==> config.mk <==
export PLATFORM = sky130hd
export DESIGN_NAME = intctrl_prio_n_flat
export DESIGN_NICKNAME = d
export VERILOG_FILES = /design/src/rtl/intctrl_prio_n_if.sv /design/src/rtl/intctrl_prio_n.sv /design/src/flat_wrapper.sv
export SDC_FILE = /design/constraint.sdc
export NUM_CORES = 1
export LEC_CHECK = 0
export CAP_MARGIN = 20
export CORE_UTILIZATION = 55
export CTS_BUF_LIST = sky130_fd_sc_hd__clkbuf_16
export DETAILED_ROUTE_END_ITERATION = 10
export GPL_ROUTABILITY_DRIVEN = 0
export PLACE_DENSITY_LB_ADDON = 0.05
export SLEW_MARGIN = 25
export SYNTH_ARGS = -nofsm -noshare
export SYNTH_HDL_FRONTEND = slang
export SYNTH_SLANG_ARGS = --single-unit
==> constraint.sdc <==
create_clock -name clk -period 31 [get_ports clk]
set_input_delay 6.2 -clock clk [delete_from_list [all_inputs] [get_ports clk]]
set_output_delay 6.2 -clock clk [all_outputs]
set_load 0.02 [all_outputs]
==> src/rtl/intctrl_prio_n_if.sv <==
// CPU-side bus of the interrupt controller: chip-select register port,
// IACK handshake, active-low dtack and the encoded active-low IPL.
interface intctrl_prio_n_if;
  logic       cs, oe, we, ack, dtack;
  logic [5:0] adr;
  logic [7:0] data_i, data_o;
  logic [2:0] ipl;

  modport master (output cs, adr, oe, we, data_i, ack, input  data_o, dtack, ipl);
  modport slave  (input  cs, adr, oe, we, data_i, ack, output data_o, dtack, ipl);
endinterface

==> src/rtl/intctrl_prio_n.sv <==
// Prioritised N-source interrupt controller for a 68000 bus: per-source level/mode/enable/vector,
// IPL encoding and IACK vector delivery. Optional software interrupts via INTCTRL_SWINT_EN.
module intctrl_prio_n #(
  parameter int N_SRC       = 8,
  parameter int SYNC_STAGES = 2,
  parameter int VEC_BASE    = 64,
  parameter int SPUR_VEC    = 24
) (
  input  logic             clk,
  input  logic             reset,
  input  logic [N_SRC-1:0] irq,
  intctrl_prio_n_if.slave  bus
);
  typedef enum logic [1:0] {IDLE, VEC, HOLD, REARM} state_e;

  state_e                            state_q, state_d;
  logic [SYNC_STAGES-1:0][N_SRC-1:0] sync_q, sync_d;
  logic [N_SRC-1:0][7:0]             vec_q, vec_d;
  logic [N_SRC-1:0][4:0]             cfg_q, cfg_d;
  logic [N_SRC-1:0]                  s, s_prev_q, pend_edge_q, pend_edge_d;
  logic [N_SRC-1:0]                  pending, elig, swint_v;
  logic [15:0]                       pend16, w1c16;
  logic [2:0]                        arb_lvl, arb_lvl_q, ipl_q, ipl_d;
  logic [3:0]                        arb_idx, arb_idx_q;
  logic [7:0]                        data_q, data_d, rdata, vec_win;
  logic                              dtack_q, dtack_d, ack_q;
  logic                              bus_acc, wr, iack_hit;

  assign s       = sync_q[SYNC_STAGES-1];
  assign bus_acc = (state_q == IDLE) && bus.cs && !bus.ack;
  assign wr      = bus_acc && bus.we;

`ifdef INTCTRL_SWINT_EN
  localparam logic [7:0] SW_MASK = (N_SRC >= 8) ? 8'hFF : 8'((1 << N_SRC) - 1);
  logic [7:0] swint_q, swint_d;

  always_comb begin
    swint_v = '0;
    for (int i = 0; i < N_SRC && i < 8; i++) swint_v[i] = swint_q[i];
    swint_d = swint_q;
    if (wr && bus.adr == 6'h31) swint_d = bus.data_i & SW_MASK;
    if (iack_hit && !arb_idx[3]) swint_d[arb_idx[2:0]] = 1'b0;
  end

  always_ff @(posedge clk or negedge reset)
    if (!reset) swint_q <= '0;
    else        swint_q <= swint_d;
`else
  assign swint_v = '0;
`endif

  // Pending view, eligibility and priority search (ties keep the lowest index).
  always_comb begin
    arb_lvl = '0;
    arb_idx = '0;
    for (int i = 0; i < N_SRC; i++) begin
      pending[i] = cfg_q[i][3] ? pend_edge_q[i] : (s[i] & cfg_q[i][4]);
      elig[i]    = (pending[i] | swint_v[i]) && (cfg_q[i][2:0] != 3'd0);
      if (elig[i] && cfg_q[i][2:0] > arb_lvl) begin
        arb_lvl = cfg_q[i][2:0];
        arb_idx = 4'(i);
      end
    end
    vec_win = '0;
    for (int i = 0; i < N_SRC; i++)
      if (arb_idx == 4'(i)) vec_win = vec_q[i];
  end

  // The winner is only honoured if it still matches the level the CPU was shown.
  assign iack_hit = (state_q == VEC) && (arb_lvl != 3'd0) && (arb_lvl == ~ipl_q);

  always_comb begin
    sync_d = {sync_q[SYNC_STAGES-2:0], irq};
    vec_d  = vec_q;
    cfg_d  = cfg_q;
    w1c16  = '0;
    if (wr && bus.adr == 6'h20) w1c16 = {8'h00, bus.data_i};
    if (wr && bus.adr == 6'h21) w1c16 = {bus.data_i, 8'h00};
    for (int i = 0; i < N_SRC; i++) begin
      // Set term applied after the clear so a coincident edge survives W1C/IACK.
      pend_edge_d[i] = ((pend_edge_q[i]
                         & ~(w1c16[i] | (iack_hit && arb_idx == 4'(i))))
                        | (s[i] & ~s_prev_q[i]))
                       & cfg_q[i][4] & cfg_q[i][3];
      if (wr && bus.adr == {2'b00, 4'(i)}) vec_d[i] = bus.data_i;
      if (wr && bus.adr == {2'b01, 4'(i)}) cfg_d[i] = bus.data_i[4:0];
    end
  end

  always_comb begin
    pend16             = '0;
    pend16[N_SRC-1:0]  = pending;
    rdata              = '0;
    case (bus.adr[5:4])
      2'd0: for (int i = 0; i < N_SRC; i++)
              if (bus.adr[3:0] == 4'(i)) rdata = vec_q[i];
      2'd1: for (int i = 0; i < N_SRC; i++)
              if (bus.adr[3:0] == 4'(i)) rdata = {3'b000, cfg_q[i]};
      2'd2: begin
        if (bus.adr[3:0] == 4'h0) rdata = pend16[7:0];
        if (bus.adr[3:0] == 4'h1) rdata = pend16[15:8];
      end
      default: begin
        if (bus.adr[3:0] == 4'h0) rdata = {arb_idx_q, 1'b0, arb_lvl_q};
`ifdef INTCTRL_SWINT_EN
        if (bus.adr[3:0] == 4'h1) rdata = swint_q;
`endif
      end
    endcase
  end

  always_comb begin
    state_d = state_q;
    ipl_d   = ipl_q;
    dtack_d = dtack_q;
    data_d  = data_q;
    case (state_q)
      IDLE: begin
        ipl_d   = ~arb_lvl;
        dtack_d = !bus_acc;
        data_d  = (bus_acc && bus.oe) ? rdata : 8'h00;
        if (bus.ack && !ack_q) state_d = VEC;
      end
      VEC: begin
        data_d  = iack_hit ? vec_win : 8'(SPUR_VEC);
        dtack_d = 1'b0;
        state_d = HOLD;
      end
      HOLD: if (!bus.ack) begin
        ipl_d   = 3'b111;
        dtack_d = 1'b1;
        data_d  = 8'h00;
        state_d = REARM;
      end
      default: begin
        ipl_d   = ~arb_lvl;
        state_d = IDLE;
      end
    endcase
  end

  always_ff @(posedge clk or negedge reset) begin
    if (!reset) begin
      state_q     <= IDLE;
      sync_q      <= '0;
      s_prev_q    <= '0;
      pend_edge_q <= '0;
      cfg_q       <= '0;
      for (int i = 0; i < N_SRC; i++) vec_q[i] <= 8'(VEC_BASE + i);
      arb_lvl_q   <= '0;
      arb_idx_q   <= '0;
      ipl_q       <= 3'b111;
      dtack_q     <= 1'b1;
      data_q      <= '0;
      ack_q       <= 1'b0;
    end else begin
      state_q     <= state_d;
      sync_q      <= sync_d;
      s_prev_q    <= s;
      pend_edge_q <= pend_edge_d;
      cfg_q       <= cfg_d;
      vec_q       <= vec_d;
      arb_lvl_q   <= arb_lvl;
      arb_idx_q   <= arb_idx;
      ipl_q       <= ipl_d;
      dtack_q     <= dtack_d;
      data_q      <= data_d;
      ack_q       <= bus.ack;
    end
  end

  assign bus.ipl    = ipl_q;
  assign bus.dtack  = dtack_q;
  assign bus.data_o = data_q;
endmodule
==> src/flat_wrapper.sv <==
// flat-port wrapper written by rule: the top's interface ports become plain ports
module intctrl_prio_n_flat 
#(
  parameter int N_SRC       = 8,
  parameter int SYNC_STAGES = 2,
  parameter int VEC_BASE    = 64,
  parameter int SPUR_VEC    = 24
)
  (clk, reset, irq, bus_cs, bus_adr, bus_oe, bus_we, bus_data_i, bus_ack, bus_data_o, bus_dtack, bus_ipl);
  intctrl_prio_n_if bus_i ();
  input  logic clk;
  input  logic reset;
  input  logic [N_SRC-1:0] irq;
  input wire logic [$bits(bus_i.cs)-1:0] bus_cs;
  input wire logic [$bits(bus_i.adr)-1:0] bus_adr;
  input wire logic [$bits(bus_i.oe)-1:0] bus_oe;
  input wire logic [$bits(bus_i.we)-1:0] bus_we;
  input wire logic [$bits(bus_i.data_i)-1:0] bus_data_i;
  input wire logic [$bits(bus_i.ack)-1:0] bus_ack;
  output wire logic [$bits(bus_i.data_o)-1:0] bus_data_o;
  output wire logic [$bits(bus_i.dtack)-1:0] bus_dtack;
  output wire logic [$bits(bus_i.ipl)-1:0] bus_ipl;
  assign bus_i.cs = bus_cs;
  assign bus_i.adr = bus_adr;
  assign bus_i.oe = bus_oe;
  assign bus_i.we = bus_we;
  assign bus_i.data_i = bus_data_i;
  assign bus_i.ack = bus_ack;
  assign bus_data_o = bus_i.data_o;
  assign bus_dtack = bus_i.dtack;
  assign bus_ipl = bus_i.ipl;
  intctrl_prio_n #(.N_SRC(N_SRC), .SYNC_STAGES(SYNC_STAGES), .VEC_BASE(VEC_BASE), .SPUR_VEC(SPUR_VEC)) u_core (.clk(clk), .reset(reset), .irq(irq), .bus(bus_i));
endmodule
==> results.md <==
- WP data required: 31330 ps
- Top FF cell, synth: dfrtp_1
- Internal power: 0.368 mW
- Max Clk Rate: 73.6 MHz
- Starting DRT DRC Count: 1061
- CP startpoint kind: register
- Lkg Pwr: 4.30 nW
- RSZ-0062 raised after global routing: false
- TritonCTS clock tree: done
- VDD IR max: 0.0397 mV
- Setup TNS: 0 ps
- IO buf count: 39
- Fin nets: 910
- Max-slew violations: 0
- Routed wire length per instance: 25.2 µm
- Final Cycle Share: 43.8%
- Hold buffer count at cts: 0
- Post-synth net total: 880
- Outcome: completed
- Initial antenna violation count: 1
- Most frequent cells in the layout: 133 x dfrtp_1, 102 x nand2_1, 98 x mux2_2, 46 x nor2_1, 42 x o21ai_0
- H-tree levels: 4
- # setup viols final: 0
- Crit-path slowest cell: nor2_1
- Syn-to-layout area delta: 13.5%
- Ys Warns: 0
- Pin slew with the least headroom to its limit: 977 ps
- Setup WS pre-CTS: 17770 ps
- Die Area: 0.0163 mm²
- Rel. slew slack: 34.4%
- Sink Count: 157
- Clock latency at the later pin of the worst-skew pair: 440 ps
- Avg Cell Area, Syn: 10.4 µm²
- Total core area: 0.0153 mm²
- Die H: 128 µm
- CP peak stage delay: 700 ps
- Cells after Synth: 838
- Post-Syn Area: 0.00868 mm²
- Largest net degree at the start of global routing: 80
- Grt total ovfl: 0
- # diodes: 0
- Reg power frac: 44.3%
- Post-synthesis sequential area ratio: 45.6%
- Setup Skew: 12.7 ps
- Yosys reg bits: 157
- CTS resizes: 0
- CP endpoint kind: register
- Max-cap violation count: 0
- Clk root buf: clkbuf_16
- Worst Slack Setup Final: 17410 ps
- Clk pwr share: 38.6%
- Detailed Route WL: 27500 µm
- Post-layout util: 64.4%
- Clk buf depth: 2
- Fin. Hold Viols: 0
- Asr flop ratio synth: 100%
- Pwr dens: 53.6 mW/mm²
- Critical path peak fanout: 17
- TritonCTS Buffers: 17
- Crit Path Class: reg2reg
- Sw frac: 30.4%
- Chip Width: 128 µm
- Post-CTS Setup Inserts: 0
- Ratio of cells with drive above 1 in the final layout: 23.5%
- Hold Path Class: reg2reg
- First-pass GRT wire length: 43400 µm
- Worst-path clk slew: 70 ps
- Most common cell after layout, fill and taps aside: dfrtp_1
- DRC: 0
- Global Route Usage Sum: 35.7%
- Post-synthesis cell type count: 90
- Starting density of the core: 56.7%
- IO Pins: 40
- Vias in the first global route: 7616
- Number of flops mapped to enable cells by yosys: 0
- Row count: 45
- Combinational share of power: 17.1%
- Vias per cell: 6.95
- DPL Wire Length: 19000 µm
- Via count: 7590
- NetSw: 0.160 mW
- CP arrival: 13920 ps
- Tmin final: 13590 ps
- Drt pass-1 iters: 6
- Routed Antenna Nets: 0
metrics by stage:
stage               hold slack, ps  power, mW  std cells  instance area, µm²
CTS                            350      0.527       1092                9850
global route                   355      0.547       1092                9860
floorplan                      331      0.289        838                8680
finish                         349      0.528       1092                9860
detailed placement             335      0.326       1060                9290
global placement               333      0.322       1060                9290
cell families after synthesis:
group	count (synthesis)	synth area share (%)
flops	157	45.6
compound gates	246	20.7
fa+ha+maj	15	2.15
simple gates	248	14.5
buf+inv	61	2.84
xor+xnor	2	0.202
mux	109	14.1
path summary, 6_finish.rpt:
path	startpoint	to	slack, ps	cells past startpoint
max in group asynchronous	reset	u_core.vec_q[7]	24060	2
worst max-delay path	u_core.cfg_q[4]	u_core.bus.data_o[7]	17410	58
worst max register to register	u_core.cfg_q[4]	u_core.bus.data_o[7]	17410	58
worst min-delay path	u_core.sync_d[11]	u_core.s[3]	350	0
min in group asynchronous	reset	u_core.cfg_q[11]	5800	1
worst min register to register	u_core.sync_d[11]	u_core.s[3]	350	0
layer usage:
metal  vias to the layer above  global-route usage [%]  part of all wire, %
li1                       3244                       -                    -
met4                         0                    19.0                  5.1
met1                      3743                    46.6                   40
met2                       490                    53.9                   44
met3                       113                    10.5                   11
met5                         -                       0                    0
registers in the layout (all words and copies together) (netlist names):
signal              cells
u_core.ack_q            1
u_core.arb_idx_q        3
u_core.arb_lvl_q        3
u_core.bus.data_o       8
u_core.bus.dtack        1
u_core.bus.ipl          3
u_core.cfg_q           40
u_core.pend_edge_q      8
u_core.s                8
u_core.s_prev_q         8
u_core.state_q          2
u_core.sync_d           8
u_core.vec_q           64
cell type report:
cell class	count	area, µm²
inverters	19	71.3
flip-flops and latches	157	3960
well taps	211	264
fillers	1267	5450
clock inverters	15	139
clock buffers	17	425
multi-input cells	620	4500
repair buffers	53	500
power groups by stage:
| stage | sequential (mW) | combinational [mW] | clock [mW] |
|---|---|---|---|
| 6_report | 0.234 | 0.0902 | 0.204 |
| 5_1_grt | 0.235 | 0.0985 | 0.213 |
| 4_1_cts | 0.233 | 0.0890 | 0.205 |
| 3_5_place_dp | 0.237 | 0.0887 | 0 |
| 3_3_place_gp | 0.236 | 0.0856 | 0 |
| 2_1_floorplan | 0.235 | 0.0539 | 0 |
critical path: cells and delay by family (launching register included):
family                   cells  cell delay [ps]
AND/OR/NAND/NOR             23             4060
flip-flops                   1              420
adder cells (fa/ha/maj)      8             2240
multiplexers                 4             1350
AO/OA/AOI/OAI               23             5380
synthesized netlist by cell type (3+ instances only):
library cell | count | area, µm²
dfrtp_1 | 133 | 3330
nand2_1 | 102 | 383
mux2_2 | 98 | 1100
nor2_1 | 46 | 173
o21ai_0 | 43 | 215
a21oi_1 | 34 | 170
clkbuf_1 | 33 | 124
a22oi_1 | 26 | 195
dfstp_2 | 24 | 631
inv_1 | 19 | 71.3
a31oi_1 | 17 | 106
a221oi_1 | 16 | 140
nand3_1 | 15 | 75.1
ha_1 | 14 | 175
nand4_1 | 13 | 81.3
nor3_1 | 12 | 60.1
mux2i_1 | 9 | 90.1
a22o_1 | 8 | 70.1
and3_1 | 8 | 50.1
o21a_1 | 7 | 52.6
o22ai_1 | 7 | 43.8
nor2b_1 | 6 | 37.5
o21ai_1 | 6 | 30.0
and2_1 | 5 | 31.3
buf_2 | 5 | 25.0
nand4b_1 | 5 | 43.8
nor4_1 | 5 | 31.3
o2111ai_1 | 5 | 43.8
o31ai_1 | 5 | 37.5
a21o_1 | 4 | 30.0
a222oi_1 | 4 | 40.0
o211ai_1 | 4 | 30.0
o21bai_1 | 4 | 30.0
o221ai_1 | 4 | 35.0
or3_1 | 4 | 25.0
a211oi_1 | 3 | 22.5
a21boi_0 | 3 | 22.5
a21oi_2 | 3 | 26.3
a22oi_2 | 3 | 37.5
a32oi_1 | 3 | 26.3
nand2b_1 | 3 | 18.8
o32a_1 | 3 | 30.0
(Power assumes the default switching activity.)
